==> config.mk <==
export PLATFORM = sky130hd
export DESIGN_NAME = decode_stage_pipe
export DESIGN_NICKNAME = d
export VERILOG_FILES = /design/src/rtl/decode_stage_pipe.sv
export SDC_FILE = /design/constraint.sdc
export NUM_CORES = 2
export LEC_CHECK = 0
export CORE_UTILIZATION = 40
export CTS_CLUSTER_SIZE = 24
export DETAILED_ROUTE_END_ITERATION = 6
export GPL_TIMING_DRIVEN = 0
export PLACE_DENSITY = 0.63
export SYNTH_ARGS = -nofsm -noshare
export SYNTH_HDL_FRONTEND = slang
export SYNTH_SLANG_ARGS = --single-unit
export TNS_END_PERCENT = 5
==> constraint.sdc <==
create_clock -name clk -period 2.55 [get_ports clk]
set_clock_uncertainty 0.15 [all_clocks]
set_input_delay 0.255 -clock clk [delete_from_list [all_inputs] [get_ports clk]]
set_output_delay 0.255 -clock clk [all_outputs]
set_load 0.05 [all_outputs]
==> src/rtl/decode_stage_pipe.sv <==
// RV32I/RV32E decode stage with internal register file and a registered ID/EX slot.
// Optional macro DECODE_BYPASS_EN forwards same-cycle writeback data into captured operands.

module opcode_decoder (
   input  logic [6:0] opcode,
   output logic       branch,
   output logic       mem_read,
   output logic       mem_to_reg,
   output logic       mem_write,
   output logic       alu_src,
   output logic       reg_write,
   output logic [1:0] jump,
   output logic [2:0] alu_op,
   output logic       rs1_used,
   output logic       rs2_used,
   output logic       rd_used,
   output logic       known
);
   localparam logic [6:0] OP_R      = 7'b0110011;
   localparam logic [6:0] OP_I      = 7'b0010011;
   localparam logic [6:0] OP_LOAD   = 7'b0000011;
   localparam logic [6:0] OP_STORE  = 7'b0100011;
   localparam logic [6:0] OP_BRANCH = 7'b1100011;
   localparam logic [6:0] OP_JAL    = 7'b1101111;
   localparam logic [6:0] OP_JALR   = 7'b1100111;
   localparam logic [6:0] OP_LUI    = 7'b0110111;
   localparam logic [6:0] OP_AUIPC  = 7'b0010111;

   // alu_op: 000 add, 001 branch compare, 010 R-type, 011 I-type, 100 pass immediate
   always_comb begin
      branch     = 1'b0;
      mem_read   = 1'b0;
      mem_to_reg = 1'b0;
      mem_write  = 1'b0;
      alu_src    = 1'b0;
      reg_write  = 1'b0;
      jump       = 2'b00;
      alu_op     = 3'b000;
      rs1_used   = 1'b0;
      rs2_used   = 1'b0;
      rd_used    = 1'b0;
      known      = 1'b1;
      case (opcode)
         OP_R: begin
            reg_write = 1'b1;
            alu_op    = 3'b010;
            rs1_used  = 1'b1;
            rs2_used  = 1'b1;
            rd_used   = 1'b1;
         end
         OP_I: begin
            alu_src   = 1'b1;
            reg_write = 1'b1;
            alu_op    = 3'b011;
            rs1_used  = 1'b1;
            rd_used   = 1'b1;
         end
         OP_LOAD: begin
            mem_read   = 1'b1;
            mem_to_reg = 1'b1;
            alu_src    = 1'b1;
            reg_write  = 1'b1;
            rs1_used   = 1'b1;
            rd_used    = 1'b1;
         end
         OP_STORE: begin
            mem_write = 1'b1;
            alu_src   = 1'b1;
            rs1_used  = 1'b1;
            rs2_used  = 1'b1;
         end
         OP_BRANCH: begin
            branch   = 1'b1;
            alu_op   = 3'b001;
            rs1_used = 1'b1;
            rs2_used = 1'b1;
         end
         OP_JAL: begin
            reg_write = 1'b1;
            jump      = 2'b01;
            rd_used   = 1'b1;
         end
         OP_JALR: begin
            reg_write = 1'b1;
            jump      = 2'b10;
            alu_src   = 1'b1;
            rs1_used  = 1'b1;
            rd_used   = 1'b1;
         end
         OP_LUI: begin
            reg_write = 1'b1;
            alu_src   = 1'b1;
            alu_op    = 3'b100;
            rd_used   = 1'b1;
         end
         OP_AUIPC: begin
            reg_write = 1'b1;
            alu_src   = 1'b1;
            rd_used   = 1'b1;
         end
         default: known = 1'b0;
      endcase
   end
endmodule

module alu_decoder (
   input  logic [2:0] alu_op,
   input  logic [2:0] funct3,
   input  logic       funct7_b5,
   output logic [3:0] alu_control
);
   localparam logic [3:0] ALU_ADD    = 4'd0;
   localparam logic [3:0] ALU_SUB    = 4'd1;
   localparam logic [3:0] ALU_SLL    = 4'd2;
   localparam logic [3:0] ALU_SLT    = 4'd3;
   localparam logic [3:0] ALU_SLTU   = 4'd4;
   localparam logic [3:0] ALU_XOR    = 4'd5;
   localparam logic [3:0] ALU_SRL    = 4'd6;
   localparam logic [3:0] ALU_SRA    = 4'd7;
   localparam logic [3:0] ALU_OR     = 4'd8;
   localparam logic [3:0] ALU_AND    = 4'd9;
   localparam logic [3:0] ALU_PASS_B = 4'd10;

   logic [3:0] arith;

   always_comb begin
      arith = ALU_ADD;
      case (funct3)
         3'b000: arith = (alu_op == 3'b010 && funct7_b5) ? ALU_SUB : ALU_ADD;
         3'b001: arith = ALU_SLL;
         3'b010: arith = ALU_SLT;
         3'b011: arith = ALU_SLTU;
         3'b100: arith = ALU_XOR;
         3'b101: arith = funct7_b5 ? ALU_SRA : ALU_SRL;
         3'b110: arith = ALU_OR;
         3'b111: arith = ALU_AND;
         default: arith = ALU_ADD;
      endcase
   end

   always_comb begin
      alu_control = ALU_ADD;
      case (alu_op)
         3'b001: begin
            case (funct3)
               3'b100, 3'b101: alu_control = ALU_SLT;
               3'b110, 3'b111: alu_control = ALU_SLTU;
               default:        alu_control = ALU_SUB;
            endcase
         end
         3'b010, 3'b011: alu_control = arith;
         3'b100:         alu_control = ALU_PASS_B;
         default:        alu_control = ALU_ADD;
      endcase
   end
endmodule

module imm_gen (
   input  logic [31:0] instr,
   output logic [31:0] imm
);
   always_comb begin
      imm = 32'd0;
      case (instr[6:0])
         7'b0010011, 7'b0000011, 7'b1100111:
            imm = {{20{instr[31]}}, instr[31:20]};
         7'b0100011:
            imm = {{20{instr[31]}}, instr[31:25], instr[11:7]};
         7'b1100011:
            imm = {{19{instr[31]}}, instr[31], instr[7], instr[30:25], instr[11:8], 1'b0};
         7'b0110111, 7'b0010111:
            imm = {instr[31:12], 12'd0};
         7'b1101111:
            imm = {{11{instr[31]}}, instr[31], instr[19:12], instr[20], instr[30:21], 1'b0};
         default:
            imm = 32'd0;
      endcase
   end
endmodule

module decode_stage_pipe #(
   parameter int XLEN     = 32,
   parameter int NUM_REGS = 32
) (
   input  logic            clk,
   input  logic            rst,
   input  logic            in_valid,
   output logic            in_ready,
   input  logic [31:0]     in_instr,
   input  logic [XLEN-1:0] in_pc,
   input  logic            flush,
   input  logic            wb_we,
   input  logic [4:0]      wb_rd,
   input  logic [XLEN-1:0] wb_data,
   output logic            out_valid,
   input  logic            out_ready,
   output logic [XLEN-1:0] out_pc,
   output logic [4:0]      out_rs1,
   output logic [4:0]      out_rs2,
   output logic [4:0]      out_rd,
   output logic [XLEN-1:0] out_rs1_data,
   output logic [XLEN-1:0] out_rs2_data,
   output logic [XLEN-1:0] out_imm,
   output logic [3:0]      out_alu_control,
   output logic            out_branch,
   output logic            out_mem_read,
   output logic            out_mem_to_reg,
   output logic            out_mem_write,
   output logic            out_alu_src,
   output logic            out_reg_write,
   output logic [1:0]      out_jump,
   output logic            out_illegal
);
   localparam int         IDX_W      = $clog2(NUM_REGS);
   localparam logic [5:0] NUM_REGS_L = 6'(NUM_REGS);

   logic [XLEN-1:0] regs [NUM_REGS];

   logic [4:0]      rs1, rs2, rd;
   logic            dec_branch, dec_mem_read, dec_mem_to_reg, dec_mem_write;
   logic            dec_alu_src, dec_reg_write;
   logic [1:0]      dec_jump;
   logic [2:0]      dec_alu_op;
   logic            rs1_used, rs2_used, rd_used, known;
   logic [3:0]      dec_alu_control;
   logic [31:0]     imm32;
   logic [XLEN-1:0] imm_ext;
   logic            rs1_oob, rs2_oob, rd_oob, illegal;
   logic [XLEN-1:0] rs1_rf, rs2_rf, rs1_val, rs2_val;
   logic            wb_ok, hazard, accept;

   assign rs1 = in_instr[19:15];
   assign rs2 = in_instr[24:20];
   assign rd  = in_instr[11:7];

   opcode_decoder u_opcode_decoder (
      .opcode     (in_instr[6:0]),
      .branch     (dec_branch),
      .mem_read   (dec_mem_read),
      .mem_to_reg (dec_mem_to_reg),
      .mem_write  (dec_mem_write),
      .alu_src    (dec_alu_src),
      .reg_write  (dec_reg_write),
      .jump       (dec_jump),
      .alu_op     (dec_alu_op),
      .rs1_used   (rs1_used),
      .rs2_used   (rs2_used),
      .rd_used    (rd_used),
      .known      (known)
   );

   alu_decoder u_alu_decoder (
      .alu_op      (dec_alu_op),
      .funct3      (in_instr[14:12]),
      .funct7_b5   (in_instr[30]),
      .alu_control (dec_alu_control)
   );

   imm_gen u_imm_gen (
      .instr (in_instr),
      .imm   (imm32)
   );

   assign imm_ext = XLEN'($signed(imm32));

   assign rs1_oob = ({1'b0, rs1} >= NUM_REGS_L);
   assign rs2_oob = ({1'b0, rs2} >= NUM_REGS_L);
   assign rd_oob  = ({1'b0, rd}  >= NUM_REGS_L);
   assign illegal = ~known | (rs1_used & rs1_oob) | (rs2_used & rs2_oob) | (rd_used & rd_oob);

   assign wb_ok = wb_we & (wb_rd != 5'd0) & ({1'b0, wb_rd} < NUM_REGS_L);

   // Out-of-range indices read as zero; they are flagged illegal when actually used.
   always_comb begin
      rs1_rf = '0;
      rs2_rf = '0;
      if (rs1 != 5'd0 && !rs1_oob) rs1_rf = regs[rs1[IDX_W-1:0]];
      if (rs2 != 5'd0 && !rs2_oob) rs2_rf = regs[rs2[IDX_W-1:0]];
   end

`ifdef DECODE_BYPASS_EN
   assign rs1_val = (wb_ok && wb_rd == rs1) ? wb_data : rs1_rf;
   assign rs2_val = (wb_ok && wb_rd == rs2) ? wb_data : rs2_rf;
`else
   assign rs1_val = rs1_rf;
   assign rs2_val = rs2_rf;
`endif

   assign hazard = out_valid & out_mem_read & (out_rd != 5'd0) &
                   ((out_rd == rs1) | ((out_rd == rs2) & rs2_used));
   assign in_ready = (~out_valid | out_ready) & ~hazard;
   assign accept   = in_valid & in_ready;

   always_ff @(posedge clk) begin
      if (rst) begin
         for (int i = 0; i < NUM_REGS; i++) regs[i] <= '0;
      end else if (wb_ok) begin
         regs[wb_rd[IDX_W-1:0]] <= wb_data;
      end
   end

   always_ff @(posedge clk) begin
      if (rst) begin
         out_valid       <= 1'b0;
         out_pc          <= '0;
         out_rs1         <= '0;
         out_rs2         <= '0;
         out_rd          <= '0;
         out_rs1_data    <= '0;
         out_rs2_data    <= '0;
         out_imm         <= '0;
         out_alu_control <= '0;
         out_branch      <= 1'b0;
         out_mem_read    <= 1'b0;
         out_mem_to_reg  <= 1'b0;
         out_mem_write   <= 1'b0;
         out_alu_src     <= 1'b0;
         out_reg_write   <= 1'b0;
         out_jump        <= 2'b00;
         out_illegal     <= 1'b0;
      end else if (flush) begin
         out_valid <= 1'b0;
      end else if (accept) begin
         // Illegal instructions still occupy the slot so execute can raise a trap.
         out_valid       <= 1'b1;
         out_pc          <= in_pc;
         out_rs1         <= rs1;
         out_rs2         <= rs2;
         out_rd          <= rd;
         out_rs1_data    <= rs1_val;
         out_rs2_data    <= rs2_val;
         out_imm         <= imm_ext;
         out_alu_control <= dec_alu_control;
         out_branch      <= dec_branch     & ~illegal;
         out_mem_read    <= dec_mem_read   & ~illegal;
         out_mem_to_reg  <= dec_mem_to_reg;
         out_mem_write   <= dec_mem_write  & ~illegal;
         out_alu_src     <= dec_alu_src;
         out_reg_write   <= dec_reg_write  & ~illegal;
         out_jump        <= illegal ? 2'b00 : dec_jump;
         out_illegal     <= illegal;
      end else if (out_ready) begin
         out_valid <= 1'b0;
      end
`ifdef DECODE_BYPASS_EN
      else if (out_valid) begin
         if (wb_ok && wb_rd == out_rs1) out_rs1_data <= wb_data;
         if (wb_ok && wb_rd == out_rs2) out_rs2_data <= wb_data;
      end
`endif
   end
endmodule

**Word level (Yosys, flattened, before mapping)**

Memory sizes are Yosys's and may differ from the RTL's.
Cells that the tools add are included.
W data, S select, Z words.

- Equal/unequal tests: 22
- Multiplexer cells: 28
- Bitwise gates (word level): 17
- Reductions and logical operators: 19

Operator list:

| cell | count |
|---|---|
| $pmux W32 S5 | 1 |
| $mux W32 | 3 |
| $pmux W4 S8 | 1 |
| $reduce_or A32 Y1 | 1 |
| $eq A7 B6 Y1 const B | 3 |
| $eq A7 B7 Y1 const B | 3 |
| $reduce_bool A5 Y1 | 4 |
| $mux W1 | 17 |
| $eq A3 B3 Y1 const B | 5 |
| $eq A7 B5 Y1 const B | 2 |
| $eq A3 B2 Y1 const B | 4 |
| $pmux W3 S4 | 1 |
| $pmux W4 S3 | 1 |
| $and A1 B1 Y1 | 11 |
| $eq A5 B5 Y1 | 2 |
| $reduce_or A2 Y1 | 5 |
| $reduce_or A9 Y1 | 1 |
| $eq A7 B2 Y1 const B | 1 |
| $reduce_or A7 Y1 | 1 |
| $eq A3 B1 Y1 const B | 2 |
| $pmux W3 S2 | 1 |
| $reduce_or A3 Y1 | 2 |
| $reduce_or A6 Y1 | 1 |
| $mux W5 | 1 |
| 8 further kinds | 12 |

- Flip-flop bits (word level): 157
- Memory bits (writable): 1024
- Input port bits: 107
- Output and inout port bits: 158
- Logic and storage cells: 104
- Memories kept: 1

Memory list:

| memory | depth | bits a word | rd ports | clocked after memory_dff | write ports | RTL line | RTL |
|---|---|---|---|---|---|---|---|
| regs | 32 | 32 | 2 | 0 | 32 | 217 | `logic [XLEN-1:0] regs [NUM_REGS];` |

**Logic depth before layout (Yosys ltp)**

- Depth after elaboration: 10
- Depth in mapped cells: 11
- Depth with buffers taken out: 6

**Modules after synthesis**

Synthesis repeated with hierarchy kept, for this count alone.

- Cell total of the unflattened synthesis: 4659
- Area, all modules: 62533.7 um^2

By module, submodules not included:

| module | times used | cells each | area an instance (um^2) | sequential area each (um^2) |
|---|---|---|---|---|
| decode_stage_pipe | 1 | 4521 | 61624.1 | 33892.5 |
| imm_gen | 1 | 79 | 546.8 | 0.0 |
| opcode_decoder | 1 | 38 | 206.4 | 0.0 |
| alu_decoder | 1 | 21 | 156.4 | 0.0 |

**Least setup slack after synthesis**

Ideal clock, no wire load.

- Path kind: register to output
- Start: reg out_rd[4]
- End: out in_ready
- Arrival: 2.330 ns
- Data required time: 2.145 ns
- Slack: -0.185 ns
- Cell stages (with the launch flop): 7
- Path buffers: 2
- Path through: dfxtp_1 -> or3_1 -> o311a_1 -> o21a_2 -> buf_6 -> clkbuf_1 -> nor2_1

- Word-level cells in the longest chain between the ends: 6
- Elaborated cells on any way between the ends: 9
- Classes of those cells: eq/ne (2); bitwise (6); reduce/logical (1)

RTL lines:

| item | RTL line | RTL |
|---|---|---|
| from (decl) | 200 | `output logic [4:0] out_rd,` |
| from (signal assigned) | 329 | `out_rd <= rd;` |
| $eq A5 B5 Y1 | 290 | `((out_rd == rs1) \| ((out_rd == rs2) & rs2_used));` |
| $and A1 B1 Y1 | 290 |  |
| $or A1 B1 Y1 | 290 |  |
| $and A1 B1 Y1 * | 289 | `assign hazard = out_valid & out_mem_read & (out_rd != 5'd0) &` |
| $not A1 Y1 * | 291 | `assign in_ready = (~out_valid \| out_ready) & ~hazard;` |
| $and A1 B1 Y1 * | 291 |  |
| to (decl) | 188 | `output logic in_ready,` |

Mark *: on every way between the ends. The rest lies on a longest branch, timed or not.

**Worst setup path in the final report**

- Start: in in_instr[22]
- End: reg out_rs2_data[31]

- Word-level cells in the longest chain between the ends: 8
- Elaborated cells on any way between the ends: 11
- Classes of those cells: eq/ne (1); mux (1); bitwise (6); reduce/logical (2); memory (1)

RTL lines:

| item | RTL line | RTL |
|---|---|---|
| from (decl) | 189 | `input logic [31:0] in_instr,` |
| $eq A5 B5 Y1 | 290 |  |
| $and A1 B1 Y1 | 290 |  |
| $or A1 B1 Y1 | 290 |  |
| $and A1 B1 Y1 | 289 |  |
| $not A1 Y1 | 291 |  |
| $and A1 B1 Y1 | 291 |  |
| $and A1 B1 Y1 | 292 | `assign accept = in_valid & in_ready;` |
| $reduce_and A2 Y1 (no source line) | n/a |  |
| to (signal assigned) | 331 | `out_rs2_data <= rs2_val;` |
| to (decl) | 202 | `output logic [XLEN-1:0] out_rs2_data,` |

Several ways; a longest one is shown, not always the timed one.
A chain may end at the register's enable or synchronous reset.

==> summary.txt <==
Synth
  • Netlist cell types: 63
  • Register area share after synthesis: 0.5558
  • Count of warnings emitted by yosys: 0
  • Main area contributors after synthesis: edfxtp_1 50%, mux4_2 15%, and2_1 10%
  • Count leader, synth: edfxtp_1
  • Mean Syn Cell Area: 14.05 um^2
  • Number of flops mapped to enable cells by yosys: slightly above 1,000
  • Top cell type's share of synthesized area: 0.5043
  • Synthesized cell area: approximately 0.061 mm^2
  • Synth Register Bits: 1,181
  • FFs w/ async S/R, synth: 0
  • Yosys top cell by area: edfxtp_1
  • Post-synth top cells: 1,024 x edfxtp_1, 997 x and2_1, 399 x mux4_2
  • Synth Instances: 4,341
  • Most used DFF post-synth: edfxtp_1

Final layout
  • Layout area overhead: 18.82%
  • Share of layout cells above drive strength 1: 0.2196
  • Biggest register: regs
  • Fillcell total: 13,120
  • Max reg flops: 1,024
  • Design area: 0.07245 mm^2
  • Nets@finish: 4,937

Global routing
  • Met3 Use GR: 0.1403
  • GRT met1 Usage: 0.4334
  • First-pass GRT wire length: 362.7 mm
  • Gr usage total: 0.3535
  • Met2 usage: 0.5009
  • Initial antenna violation count: 12
  • GR peak layer: met2
  • GR Overflow Total: 0
  • Vias in the first global route: 43,790
  • Largest net degree at the start of global routing: 33

Die
  • Core area: about 0.15 mm^2
  • DIE AREA: 0.1540 mm^2
  • Die width: 392.4 um
  • Row count: 142
  • Die Span Y: 392.4 um
  • Initial Util: 0.4052
  • Top Ports: 265

Placement
  • Cell Area, Placed: 0.06628 mm^2
  • Post-DP HPWL: between 150 and 200 mm
  • RePlAce Congestion: 1.042
  • Port Buffer Count: 256
  • Pre-CTS WS: -2.837 ns

Min path
  • Hold WC Path Type: in -> reg
  • HP Start: wb_data[7]

STA
  • Post-route setup slack: -0.4432 ns
  • RSZ-0062 raised after global routing: yes
  • Rel. slew slack: -0.1315
  • Least-Margin Pin Slew: 1.697 ns
  • Period Utilization, post-route: 1.174
  • # setup viols final: 1,061
  • Hold WS: 0.03347 ns
  • Maximum clock rate: 334.1 MHz
  • Final hold violation count: 0
  • Period minus WS final: approximately 3 ns
  • Pins Over Slew Limit: 11

Worst setup path
  • Worst R2R Start: out_rd[0]
  • Critical Path AT: approximately 3.6 ns
  • Worst Setup SP: in_instr[22]
  • WS Path Type: in -> reg
  • CP startpoint kind: input port
  • CP Capture Type: register
  • CP max FO: 10
  • WP data required: 3.15 ns

Route
  • Drt total wl: about 280 mm
  • DRT antenna net count: 0
  • Via count: 45,660
  • DR DRC count: 0
  • Drt wl/cell: 39.70 um
  • 1st-iter DRT viols: about 7,000
  • First-pass DRT Iterations: 6
  • Via density: approximately 6.6

Clocking
  • Clk_lat worst skew: 0.82 ns
  • Cts bufs inserted: 135
  • CTS tree: built
  • H-tree depth: 4
  • Worst-path clk slew: 0.06 ns
  • CTS root buffer: clkbuf_16
  • Worst-case clock buffer depth: 3
  • Clk sink count: 1,181

Power and ir drop
  • Tot Pwr: 49,240 uW
  • Power per cell area: 679.6 mW/mm^2
  • Worst vdd ir: 0.0006992 V
  • Leakage dissipation: 0.02483 uW

Flow run
  • Maxcap violations: 1

Run status
  • Outcome: complete, but fails checks
  • Failing checks: max-capacitance violations, max-slew violations, negative setup slack
-- logic make-up (layout without fill, tap and decap cells) --
kind of cell | count (synthesis) | count (layout) | synth area share
and+or+nand+nor | 1307 | 1315 | 0.1296
DFF | 1181 | 1181 | 0.5558
muxes | 737 | 737 | 0.2050
AOI/OAI and AO/OA | 618 | 618 | 0.07028
buffers and inverters | 488 | 1048 | 0.03788
xor gates and xnor gates | 9 | 9 | 0.001293
other | 1 | 45 | 0.00006150
-- cell type report --
type	instances	area, um^2	share of cell area
repair buffers	314	3158	0.04359
clock inverters	66	501.7	0.006925
clock buffers	181	3732	0.05151
plain buffers	480	2870	0.03962
well taps	2016	2522	0.03481
inverters	7	26.28	0.0003627
multi-input cells	2711	25710	0.3548
flip-flops and latches	1181	33900	0.4679
diodes	13	32.53	0.0004490
-- what timing repair did --
action                                  CTS  global route
resized for setup                       338            82
setup buffers                             8             2
hold buffers                             44             0
gates cloned                              3             5
endpoints found under the hold margin    51             0
pin swaps                                12             6
setup endpoints to repair              1909          1802
-- power by group --
group	internal [uW]	switching, uW
combinational	2580	4680
clock	10800	8490
sequential	22000	623
-- per-stage QoR --
| stage | utilization | cells | setup TNS (ns) |
|---|---|---|---|
| 3_3_place_gp | 0.4398 | 6644 | -2912.89 |
| 3_5_place_dp | 0.4404 | 6648 | -2945.99 |
| 5_1_grt | 0.4813 | 6959 | -53.39 |
| 2_1_floorplan | - | 4372 | 0 |
| 4_1_cts | 0.4799 | 6949 | -188.40 |
| 6_report | 0.4815 | 6969 | -117.80 |
-- layer usage --
metal	wire, um	vias up
met5	323	-
met4	23310	8
met3	40360	859
met2	115100	3973
met1	97590	23150
li1	-	17670
-- layout by cell type, fill, tap and decap left out, types with 43 or more instances in the layout --
cell type,Yosys,layout
edfxtp_1,1024,1024
mux2i_1,234,229
dlygate4sd3_1,0,44
buf_2,93,45
clkbuf_1,307,282
o221ai_1,55,53
o21ai_0,106,106
and2_1,997,996
mux2_2,104,104
dfxtp_1,157,152
nand2_1,47,47
clkdlybuf4s50_1,0,250
mux4_2,399,399
nand3_1,78,77
buf_6,28,43
buf_4,29,51
clkbuf_16,0,142
a21oi_1,149,143
a211oi_1,81,76
-- path summary, 6_finish.rpt --
path	end	slack [ns]	cells after the start
worst min register to register	out_pc[21]	0.32	2
worst max-delay path	out_rs2_data[31]	-0.44	8
worst min-delay path	regs[2][7]	0.03	2
worst max register to register	out_rs2_data[8]	-0.36	8
-- worst max-delay path: stages --
cell      delay, ns
buf_2          0.26
buf_4          0.29
nor2b_1        0.45
clkbuf_1       0.52
clkbuf_2       0.77
a211oi_1       0.26
a21oi_1        0.54
a22o_1         0.21
No activity file was read; power rests on OpenSTA's default activity.
